**src/rtl/arbiter_types.sv**
```systemverilog
// Shared types for the I/D cache-to-memory arbiter.
package arbiter_types;

    typedef enum logic [1:0] {
        IDLE   = 2'd0,
        I_BUSY = 2'd1,
        D_BUSY = 2'd2
    } arb_state_t;

    typedef enum logic {
        OWNER_I = 1'b0,
        OWNER_D = 1'b1
    } arb_owner_t;

    // Lines are 32 bytes; the low address bits select a byte within a line.
    localparam int LINE_OFFSET_W = 5;

endpackage

```
**src/rtl/cache_arbiter.sv**
```systemverilog
// Round-robin arbiter sharing one memory line port between the I-cache and
// the D-cache. One transaction in flight; the response is steered to its owner.
module cache_arbiter
    import arbiter_types::*;
#(
    parameter int ADDR_W = 32,
    parameter int LINE_W = 256
) (
    input  logic              clk,
    input  logic              rst_n,
    input  logic              i_read,
    input  logic [ADDR_W-1:0] i_addr,
    output logic [LINE_W-1:0] i_rdata,
    output logic              i_resp,
    input  logic              d_read,
    input  logic              d_write,
    input  logic [ADDR_W-1:0] d_addr,
    input  logic [LINE_W-1:0] d_wdata,
    output logic [LINE_W-1:0] d_rdata,
    output logic              d_resp,
    output logic              pmem_read,
    output logic              pmem_write,
    output logic [ADDR_W-1:0] pmem_addr,
    output logic [LINE_W-1:0] pmem_wdata,
    input  logic [LINE_W-1:0] pmem_rdata,
    input  logic              pmem_resp
);

    // Clears the byte-offset bits so memory always sees a line-aligned address.
    localparam logic [ADDR_W-1:0] LINE_MASK =
        {{(ADDR_W-LINE_OFFSET_W){1'b1}}, {LINE_OFFSET_W{1'b0}}};

    arb_state_t        state_reg, state_next;
    arb_owner_t        last_grant_reg;
    arb_owner_t        grant_next;
    logic              take_next;
    logic [ADDR_W-1:0] addr_reg;
    logic [LINE_W-1:0] wdata_reg;
    logic              write_reg;
    logic [LINE_W-1:0] i_rdata_reg, d_rdata_reg;

    // State register.
    always_ff @(posedge clk or negedge rst_n) begin
        if (!rst_n) begin
            state_reg <= IDLE;
        end else begin
            state_reg <= state_next;
        end
    end

    // Next state and grant decision; conflicts go to the side not served last.
    always_comb begin
        state_next = state_reg;
        grant_next = last_grant_reg;
        take_next  = 1'b0;
        unique case (state_reg)
            IDLE: begin
                if (i_read && (d_read || d_write)) begin
                    grant_next = (last_grant_reg == OWNER_I) ? OWNER_D : OWNER_I;
                    take_next  = 1'b1;
                end else if (i_read) begin
                    grant_next = OWNER_I;
                    take_next  = 1'b1;
                end else if (d_read || d_write) begin
                    grant_next = OWNER_D;
                    take_next  = 1'b1;
                end
                if (take_next) begin
                    state_next = (grant_next == OWNER_D) ? D_BUSY : I_BUSY;
                end
            end
            I_BUSY, D_BUSY: begin
                if (pmem_resp) begin
                    state_next = IDLE;
                end
            end
            default: state_next = IDLE;
        endcase
    end

    // Capture the granted request so memory sees stable values while busy.
    always_ff @(posedge clk or negedge rst_n) begin
        if (!rst_n) begin
            last_grant_reg <= OWNER_I;
            addr_reg       <= '0;
            wdata_reg      <= '0;
            write_reg      <= 1'b0;
        end else if (take_next) begin
            last_grant_reg <= grant_next;
            write_reg      <= (grant_next == OWNER_D) && d_write;
            if (grant_next == OWNER_D) begin
                addr_reg  <= d_addr & LINE_MASK;
                wdata_reg <= d_wdata;
            end else begin
                addr_reg  <= i_addr & LINE_MASK;
            end
        end
    end

    // Keep the last returned line for each side so rdata holds between responses.
    always_ff @(posedge clk or negedge rst_n) begin
        if (!rst_n) begin
            i_rdata_reg <= '0;
            d_rdata_reg <= '0;
        end else begin
            if (i_resp) begin
                i_rdata_reg <= pmem_rdata;
            end
            if (d_resp) begin
                d_rdata_reg <= pmem_rdata;
            end
        end
    end

    // Memory strobes follow the busy state; responses pass through in the completion cycle.
    always_comb begin
        pmem_read  = (state_reg != IDLE) && !write_reg;
        pmem_write = (state_reg != IDLE) &&  write_reg;
        pmem_addr  = addr_reg;
        pmem_wdata = wdata_reg;
        i_resp     = (state_reg == I_BUSY) && pmem_resp;
        d_resp     = (state_reg == D_BUSY) && pmem_resp;
        i_rdata    = i_resp ? pmem_rdata : i_rdata_reg;
        d_rdata    = d_resp ? pmem_rdata : d_rdata_reg;
    end

endmodule
```
**config.mk**
```make
export PLATFORM = sky130hd
export DESIGN_NAME = cache_arbiter
export DESIGN_NICKNAME = d
export VERILOG_FILES = /design/src/rtl/arbiter_types.sv /design/src/rtl/cache_arbiter.sv
export SDC_FILE = /design/constraint.sdc
export NUM_CORES = 1
export LEC_CHECK = 0
export CAP_MARGIN = 20
export CORE_AREA = 2 2 536 538
export CTS_CLUSTER_SIZE = 8
export DETAILED_ROUTE_END_ITERATION = 7
export DIE_AREA = 0 0 538 540
export DONT_BUFFER_PORTS = 1
export PLACE_DENSITY = 0.35
export REMOVE_ABC_BUFFERS = 1
export SLEW_MARGIN = 10
export SYNTH_ARGS = -nofsm -noshare
export SYNTH_HDL_FRONTEND = slang
export SYNTH_SLANG_ARGS = --single-unit
```
**constraint.sdc**
```tcl
create_clock -name clk -period 6.6 [get_ports clk]
set_clock_uncertainty 0.05 [all_clocks]
set_input_delay 1.98 -clock clk [delete_from_list [all_inputs] [get_ports clk]]
set_output_delay 1.98 -clock clk [all_outputs]
set_load 0.1 [all_outputs]
```
# Word level (Yosys, flattened, before mapping)
# Cells that the tools add are included.
dict set report word_totals {
  out_inout_bits 804
  regBits 804
}
dict set report op_classes {
  n_reduce_logical 13
  mux 18
  n_eq_ne 4
}
# cell n
set op_table {}
lappend op_table {{two-way mux 256 bit} 2}
lappend op_table {{two-way mux 32 bit} 1}
lappend op_table {{two-way mux 1 bit} 11}
lappend op_table {{logical AND 1 bit} 6}
lappend op_table {{two-way mux 2 bit} 3}
lappend op_table {{one-hot mux 2 bit (2 select lines)} 1}
lappend op_table {{AND reduction 2 bit} 2}
lappend op_table {{== test 2 x 1 -> 1 bit, second input constant} 1}
lappend op_table {{== test 2 bit, second input constant} 1}
lappend op_table {{logical NOT 2 bit} 1}
lappend op_table {{inequality test 2 x 1 -> 1 bit, second input constant} 1}
lappend op_table {{inequality test 2 bit, second input constant} 1}
lappend op_table {{nonzero test 2 bit} 1}
lappend op_table {{OR reduction 2 bit} 1}
lappend op_table {{logical NOT 1 bit} 1}
lappend op_table {{logical OR 1 bit} 1}

# Longest topological paths before layout
dict set report depth {
  ltp_word 8
  depth_mapped 8
  ltp_nobuf 6
}

# Worst setup path before layout
# Ideal clock, no wire load.
dict set report synth_path {
  path_type {input to output}
  from {input port pmem_resp}
  to {output port i_rdata[255]}
  n_path_buf 1
  arrival_time_ns 3.555
  slack_ns 1.015
  stages 4
  cell_sequence {nand2_1 -> clkbuf_1 -> inv_1 -> mux2_2}
}
dict set report synth_via {
  elab_chain_cells 2
}
# element line_no
set synth_rtl {}
lappend synth_rtl {{start: declaration} cache_arbiter.sv:26} ;# input logic pmem_resp
lappend synth_rtl {{logical AND 1 bit} cache_arbiter.sv:121} ;# i_resp = (state_reg == I_BUSY) && pmem_resp;
lappend synth_rtl {{via i_resp} cache_arbiter.sv:14} ;# output logic i_resp,
lappend synth_rtl {{two-way mux 256 bit} cache_arbiter.sv:123} ;# i_rdata = i_resp ? pmem_rdata : i_rdata_reg;
lappend synth_rtl {{end: declaration} cache_arbiter.sv:13} ;# output logic [LINE_W-1:0] i_rdata,
# The timed path passes the listed nets, and every way through them passes these cells.

# Final worst setup path
dict set report layout_path {
  from {input port pmem_resp}
  to {output port i_rdata[135]}
}
dict set report layout_via {
  elab_chain_cells 2
}
# element line_no
set layout_rtl {}
lappend layout_rtl {{logical AND 1 bit} cache_arbiter.sv:121}
lappend layout_rtl {{two-way mux 256 bit} cache_arbiter.sv:123}
# Every way passes these cells.

==> results_dict.tcl <==
set metrics [dict create \
    status "finished clean" \
    drt_iter0_drc 681 \
    rows 196 \
    first_pass_iters 4 \
    setup_violations 0 \
    gp_congestion 0.826 \
    design.core.area_um2 284000 \
    grt_pass1_vias 17172 \
    crit_type "input pin to output port" \
    ctsHoldBuffers 0 \
    period_share_pct 86.1 \
    synthCells 1780 \
    holdCritStartpoint "pmem_wdata[246]" \
    cts_made_buffers 119 \
    cts_buffer_depth 4 \
    drc 0 \
    grt_antenna_before_repair 140 \
    worstMarginPinSlew_ns 1.16 \
    multi_input_area_um2 10200 \
    synth_cell_type_count 27 \
    hold_violations 0 \
    areaGrowthSynthToFinish_pct 28.3 \
    worst_setup_path_start_kind "input pin" \
    hp-class "flip-flop to flip-flop" \
    fill_cells 31475 \
    cts_tree "yes" \
    crit_start "pmem_resp" \
    worstPathArrival_ns 3.65 \
    place_area_um2 36100 \
    pre_cts_ws_ns 0.781 \
    mostFrequentLayoutCells "799 x dfrtp_1, 540 x mux2_2, 200 x mux2_4, 121 x clkbuf_16, 100 x buf_4" \
    die_x_um 538 \
    initial_core_util_pct 10.9 \
    via_per_inst 2.88 \
    die_y_um 540 \
    routed_wirelength_um 153000 \
    ant_nets 0 \
    worst_slack_ns 0.916 \
    syn_avg_cell_area_um2 17.4 \
    ys_warn_count 0 \
    clk_latency_ns 0.81 \
    num_vias 16682 \
    tns_ns 0 \
    drive_above_1_share_pct 51.6 \
    htreeDepth 3 \
    min_path_cells 1 \
    pin_count 1386 \
    synthArstFlopShare_pct 100 \
    r2r_cells 7 \
    nets 2526 \
    r2r_start "state_reg[1]" \
    slew_violations 0 \
    fin_area_um2 39700 \
    final-seq-area_um2 20000 \
    end_kind "output port" \
    grt_pass1_wl_um 193000 \
    timing.fmax_mhz 176 \
    portBuffers 0 \
    worst_hold_slack_ns 0.445 \
    crit_path_max_fanout 26 \
    fin_crit_ns 5.68 \
    layout_commonest_cell "dfrtp_1" \
    synth_area_um2 30900 \
    grt.total_usage_pct 10.1 \
    ys_ff_latch 799 \
    wl_per_cell_um 26.4 \
    dp_hpwl_um 125000 \
    ctsResizeCount 0 \
    post_cts_buffers 0 \
    maxCapViolCount 0 \
    synth_edf_count 0 \
    dieArea_um2 291000 \
    ys.flop_type "dfrtp_1" \
    grt-ovfl-total 0 \
    grt_max_degree 159 \
    ys_seq_area_share_pct 64.7 \
    clkTransAtPathRegs_ns 0.05 \
    required_ns 4.57 \
    root_buffer "clkbuf_16" \
    rsz0062_at_grt "false" \
    maxSlewHeadroom_pct 22.3 \
    cts.sinks 799 \
]
[final timing paths]
check | end | slack (ns)
max | i_rdata[135] | 0.92
min | pmem_wdata[246] | 0.45
max reg2reg | pmem_wdata[7] | 3.69
min reg2reg | pmem_wdata[246] | 0.45
max in group asynchronous | pmem_wdata[121] | 3.31
min in group asynchronous | d_rdata_reg[55] | 0.83
[cell usage after synthesis (2+ instances only)]
library cell	number	area, um2
buf_6	4	45.0
buf_1	2	7.51
mux2i_1	27	270
mux2_1	29	327
nor2b_1	3	18.8
inv_1	5	18.8
buf_12	22	440
mux2_4	200	3000
nor3_1	2	10.0
nand2_1	32	120
buf_2	3	15.0
o21ai_0	30	150
nand3_1	2	10.0
clkbuf_1	57	214
ha_1	4	50.1
mux2_2	540	6080
dfrtp_1	799	20000
buf_4	9	67.6
a21oi_1	2	10.0
[worst max-delay path, cell delays in order]
cell     delay (ns)
nand2_4        0.45
buf_12         0.30
buf_4          0.23
mux2_2         0.58
[per-layer routing]
metal  track usage, %  up-vias  part of all wire, %
met3             6.26      348                   15
met1             9.33     8442                   31
li1                 -     6652                    -
met5                0        -                 0.46
met4             3.68      112                  3.1
met2             17.7     1128                   50
[cell families after synthesis]
kind of cell,after synthesis,synth area share [%]
flip-flops,799,64.7
multiplexers,796,31.3
buffers and inverters,102,2.61
AND/OR/NAND/NOR,44,0.644
AO/OA/AOI/OAI,34,0.575
adder cells (fa/ha/maj),4,0.162
other,1,0.0121
[metrics by stage]
step	utilization (%)	std cells
after global placement	12.6	5563
after detailed placement	12.7	5574
after global routing	13.9	5756
after floorplan	-	1687
final	13.9	5794
after CTS	13.9	5721
[area by class of cell]
class                           instances  area share (%)
Timing Repair Buffer                  132            3.36
Tap cell                             3762            11.9
Clock inverter                         10           0.315
Multi-Input combinational cell        883            25.6
Antenna cell                           66           0.416
Sequential cell                       799            50.4
Clock buffer                          137            7.98
Inverter                                5          0.0473
Power is not shown: default switching activity piles up to over one toggle a cycle in this logic, so the estimate is an artifact.
